`config.mk`:
```
export PLATFORM = sky130hd
export DESIGN_NAME = async_fifo
export DESIGN_NICKNAME = d
export VERILOG_FILES = /design/src/rtl/async_fifo.sv
export SDC_FILE = /design/constraint.sdc
export NUM_CORES = 1
export LEC_CHECK = 0
export ABC_AREA = 1
export CAP_MARGIN = 20
export CELL_PAD_IN_SITES_DETAIL_PLACEMENT = 1
export CELL_PAD_IN_SITES_GLOBAL_PLACEMENT = 1
export CORE_MARGIN = 2
export CORE_UTILIZATION = 25
export CTS_CLUSTER_SIZE = 30
export DETAILED_ROUTE_END_ITERATION = 8
export DONT_BUFFER_PORTS = 1
export GPL_TIMING_DRIVEN = 1
export HOLD_SLACK_MARGIN = 0.02
export PLACE_DENSITY = 0.55
export SLEW_MARGIN = 30
export SYNTH_ARGS = -nofsm -noshare
export SYNTH_HDL_FRONTEND = slang
export SYNTH_SLANG_ARGS = --single-unit
export TNS_END_PERCENT = 100
```
`constraint.sdc`:
```
create_clock -name clk -period 3.8 [get_ports clk]
set_input_delay 0.57 -clock clk [delete_from_list [all_inputs] [get_ports clk]]
set_output_delay 0.57 -clock clk [all_outputs]
set_load 0.01 [all_outputs]
```
`src/rtl/async_fifo.sv`:
```
// Gray-pointer FIFO on a single clock, structured so that the write and read sides can be split into two domains later.
// Optional build macro ASYNC_FIFO_SYNC_EN: cross-side Gray pointers pass through 2-flop synchronizers.
module async_fifo #(
  parameter int DATA_SIZE = 8,
  parameter int ADDR_SIZE = 4
) (
  input  logic                 clk,
  input  logic                 rst,
  input  logic [DATA_SIZE-1:0] w_data,
  input  logic                 w_en,
  output logic                 w_full,
  input  logic                 r_en,
  output logic [DATA_SIZE-1:0] r_data,
  output logic                 r_empty
);

  localparam int DEPTH = 1 << ADDR_SIZE;
  localparam int PW    = ADDR_SIZE + 1;
  // A full FIFO is one whose write pointer leads the read pointer by exactly DEPTH.
  // In Gray code that means the two top bits differ and all the remaining bits match.
  localparam logic [PW-1:0] GRAY_FULL_MASK = PW'(3) << (PW - 2);

  logic [DATA_SIZE-1:0] r_mem [DEPTH];

  logic [PW-1:0] r_wbin;
  logic [PW-1:0] r_wgray;
  logic [PW-1:0] r_rbin;
  logic [PW-1:0] r_rgray;
  logic          r_full;
  logic          r_empty_q;

  logic          w_wr;
  logic          w_rd;
  logic          w_both;
  logic [PW-1:0] w_wbin_next;
  logic [PW-1:0] w_wgray_next;
  logic [PW-1:0] w_rbin_next;
  logic [PW-1:0] w_rgray_next;
  logic [PW-1:0] w_wgray_seen;
  logic [PW-1:0] w_rgray_seen;
  logic          w_full_next;
  logic          w_empty_next;

  assign w_wr = w_en && !r_full;
  assign w_rd = r_en && !r_empty_q;

  assign w_wbin_next  = r_wbin + PW'(w_wr);
  assign w_wgray_next = (w_wbin_next >> 1) ^ w_wbin_next;
  assign w_rbin_next  = r_rbin + PW'(w_rd);
  assign w_rgray_next = (w_rbin_next >> 1) ^ w_rbin_next;

`ifdef ASYNC_FIFO_SYNC_EN
  logic [PW-1:0] r_wq1;
  logic [PW-1:0] r_wq2;
  logic [PW-1:0] r_rq1;
  logic [PW-1:0] r_rq2;

  always_ff @(posedge clk) begin
    if (rst) begin
      r_wq1 <= '0;
      r_wq2 <= '0;
      r_rq1 <= '0;
      r_rq2 <= '0;
    end else begin
      r_wq1 <= r_wgray;
      r_wq2 <= r_wq1;
      r_rq1 <= r_rgray;
      r_rq2 <= r_rq1;
    end
  end

  assign w_wgray_seen = r_wq2;
  assign w_rgray_seen = r_rq2;
  // Synchronized views lag anyway, so the flags stay conservative without any cross-side term.
  assign w_both       = 1'b0;
`else
  assign w_wgray_seen = r_wgray;
  assign w_rgray_seen = r_rgray;
  // A read and a write in the same cycle leave the occupancy unchanged. The flag must keep its value,
  // so it must not take the transient match against the opposite pointer's pre-edge value.
  assign w_both       = w_wr && w_rd;
`endif

  assign w_empty_next = (w_rgray_next == w_wgray_seen) && !w_both;
  assign w_full_next  = (w_wgray_next == (w_rgray_seen ^ GRAY_FULL_MASK)) && !w_both;

  always_ff @(posedge clk) begin
    if (w_wr) begin
      r_mem[r_wbin[ADDR_SIZE-1:0]] <= w_data;
    end
  end

  always_ff @(posedge clk) begin
    if (rst) begin
      r_wbin  <= '0;
      r_wgray <= '0;
      r_full  <= 1'b0;
    end else begin
      r_wbin  <= w_wbin_next;
      r_wgray <= w_wgray_next;
      r_full  <= w_full_next;
    end
  end

  always_ff @(posedge clk) begin
    if (rst) begin
      r_rbin    <= '0;
      r_rgray   <= '0;
      r_empty_q <= 1'b1;
    end else begin
      r_rbin    <= w_rbin_next;
      r_rgray   <= w_rgray_next;
      r_empty_q <= w_empty_next;
    end
  end

  assign r_data  = r_mem[r_rbin[ADDR_SIZE-1:0]];
  assign w_full  = r_full;
  assign r_empty = r_empty_q;

endmodule

```
==> flow_metrics.py <==
metrics = {
    "status": {
        "outcome": "finished clean",
    },
    "drt": {
        "first_iter_violations": 271,
        "drt-pass1-iter-count": 4,
        "routed_via_density": 4.56,
        "drt-total-wl_mm": 16.1,
        "vias": 4075,
        "drc": 0,
        "wl_per_cell_um": 18.0,
        "antenna_left": 0,
    },
    "floorplan": {
        "die-area_um2": 26300,
        "die_h_um": 162,
        "core-area_um2": 24500,
        "initial_utilization": 0.256,
        "ios": 22,
        "die_w_um": 162,
        "rows": 57,
    },
    "setup_path": {
        "cp_cell_sequence": "buf_4 > o21ai_0 > o21ai_0 > o211ai_1 > nand2_1",
        "r2r-start": "r_rbin[0]$_SDFF_PP0_",
        "arrival_ps": 2200,
        "critPathRequiredTime_ps": 3230,
        "path_class": "register to primary output",
        "worstSetupStartpointType": "register",
        "crit_buf_inv": 1,
        "worst-path-max-fanout": 65,
        "cp_slowest_stage_delay_ps": 520,
        "cp-end-kind": "primary output",
        "cp_top_family": "compound AO/OA/AOI/OAI gates",
        "critical-path-slowest-cell": "buf_4",
        "cp_common_cell": "o21ai_0",
        "crit_start": "r_rbin[0]$_SDFF_PP0_",
    },
    "cells_and_area": {
        "n_antenna_cell": 0,
        "fill_cells": 2688,
        "area_delta_synth_final_pct": 14.2,
        "final_util": 0.292,
        "final_nets": 574,
        "final_area_um2": 7140,
        "drive_gt1_frac": 0.0912,
        "stdcell_count": 894,
    },
    "timing": {
        "finalSetupTns_ps": 0,
        "final.min_clock_period_ps": 2770,
        "max_freq_ghz": 0.360,
        "finalHoldViolations": 0,
        "post-route-period-util": 0.730,
        "rsz0062_at_grt": "no",
        "setup_viol": 0,
        "slew-limit-headroom": 0.422,
        "final_max_slew_viol_count": 0,
        "tightest_slew_ps": 864,
        "skew_ps": 11.7,
    },
    "clocking": {
        "cts_hold_buf": 0,
        "cts_made_buffers": 17,
        "clock_sinks": 148,
        "htree_num_levels": 4,
        "clk_pin_slew_worst_paths_ps": 60,
        "post-cts-setup-buffers": 0,
        "clock_path_buffers": 2,
        "cts_tree": "done",
        "post_cts_resized": 0,
        "root_buffer": "clkbuf_16",
        "insertion_delay_ps": 430,
    },
    "synthesis": {
        "synth.distinct_cells": 26,
        "syn_nets": 579,
        "seq_area_frac_synth": 0.678,
        "syn_area_um2": 6260,
        "postSynthAreaPerCell_um2": 11.1,
        "synth.ff_latch_count": 148,
        "ys.warnings.count": 0,
        "syn_inst": 562,
    },
    "power": {
        "combPwrFrac": 0.080,
        "powerDensity_nw_per_um2": 545,
        "p_int_uw": 2930,
        "p_leak_uw": 0.00236,
        "switching_share": 0.246,
        "vdd_drop_max_uv": 322,
        "switching_power_uw": 958,
        "p_clk_frac": 0.455,
        "seqPwrFrac": 0.465,
    },
    "placement": {
        "dp_cells": 862,
        "hpwl_mm": 10.4,
        "gp_congestion": 0.750,
        "dpl-instance-area_um2": 6530,
        "portBuffers": 0,
    },
    "global_route": {
        "grt_pass1_vias": 4361,
        "grt-ovfl-total": 0,
        "grt_max_degree": 66,
        "antenna_found_initial": 0,
        "grt_pass1_wl_mm": 25.6,
        "grt.total_usage": 0.131,
    },
    "job": {
        "max-cap-violations": 0,
    },
    "hold_path": {
        "hold_path_startpoint": "rst",
        "worstHoldPathType": "input pin to register",
    },
}
-- synthesized netlist by cell type, drive strengths merged --
master	n	area share
inv	26	0.016
nand3b	5	0.0060
a21oi	7	0.0056
clkbuf	9	0.0056
nor2	130	0.078
edfxtp	128	0.61
o211ai	32	0.040
nand2	76	0.049
buf	18	0.023
xor2	3	0.0042
dfxtp	20	0.064
and3	1	0.0010
nand4	3	0.0030
ha	5	0.010
nand3	29	0.024
o21ai	70	0.056
-- registers in the layout, indices dropped and copies added, names as in the netlist --
| signal | cells |
|---|---|
| r_mem | 128 |
| r_rbin | 5 |
| r_wbin | 5 |
| r_rgray | 4 |
| r_wgray | 4 |
| r_empty | 1 |
| w_full | 1 |
-- cell families after synthesis --
group           Yosys count  share of synthesized area
compound gates          109                      0.102
xor+xnor                  3                    0.00420
buf+inv                  53                     0.0446
simple gates            244                      0.162
flops                   148                      0.678
fa+ha+maj                 5                     0.0100
-- layout make-up --
cell class	instances	area (µm²)	share of cell area
sequential	148	4250	0.594
inverter	26	103	0.0144
multi-input combinational	361	1740	0.243
clock buffer	18	429	0.0601
clock inverter	14	190	0.0266
tap	324	405	0.0567
timing repair buffer	3	35.0	0.00490
-- worst paths after layout --
check	cells past startpoint	slack, ps	to
worst max-delay path	5	1030	r_data[2]
worst min-delay path	1	210	r_rgray[2]$_SDFF_PP0_
worst max register to register	12	1460	r_empty$_SDFF_PP1_
worst min register to register	3	520	w_full$_SDFF_PP0_
-- power by group through the flow --
| stage | clock (µW) | sequential (µW) | combinational [µW] |
|---|---|---|---|
| 2_1_floorplan | 0 | 1840 | 245 |
| 3_3_place_gp | 0 | 1840 | 317 |
| 3_5_place_dp | 0 | 1850 | 321 |
| 4_1_cts | 1810 | 1810 | 323 |
| 5_1_grt | 1870 | 1810 | 360 |
| 6_report | 1770 | 1810 | 312 |
-- stage by stage --
step,power (µW),worst slack [ps],hold slack [ps]
2_1_floorplan,2080,1840,466
3_3_place_gp,2160,1270,515
3_5_place_dp,2170,1230,521
4_1_cts,3940,980,188
5_1_grt,4050,800,185
6_report,3890,1030,214
-- layer usage --
| layer | share of wire | track usage | vias up |
|---|---|---|---|
| li1 | - | - | 1968 |
| met1 | 0.47 | 0.170 | 2039 |
| met2 | 0.48 | 0.212 | 48 |
| met3 | 0.033 | 0.0337 | 20 |
| met4 | 0.018 | 0.0471 | 0 |
| met5 | 0 | 0 | - |
-- cells in the final DEF (no fill, tap or decap), types with 3 or more instances in the layout --
| cell type | synthesis | layout |
|---|---|---|
| nor2_1 | 129 | 129 |
| edfxtp_1 | 128 | 128 |
| nand2_1 | 67 | 67 |
| o21ai_0 | 55 | 55 |
| o211ai_1 | 30 | 30 |
| nand3_1 | 28 | 28 |
| inv_1 | 23 | 23 |
| dfxtp_1 | 20 | 18 |
| clkbuf_16 | 0 | 17 |
| o21ai_1 | 15 | 15 |
| nand2_2 | 9 | 9 |
| a21oi_1 | 7 | 7 |
| inv_6 | 1 | 5 |
| nand3b_1 | 5 | 5 |
| ha_1 | 5 | 5 |
| xor2_1 | 3 | 3 |
| nand4_1 | 3 | 3 |
| inv_8 | 0 | 3 |
| bufinv_16 | 0 | 3 |
| clkinvlp_4 | 0 | 3 |
Note: power is estimated with default switching activity, not from simulation.
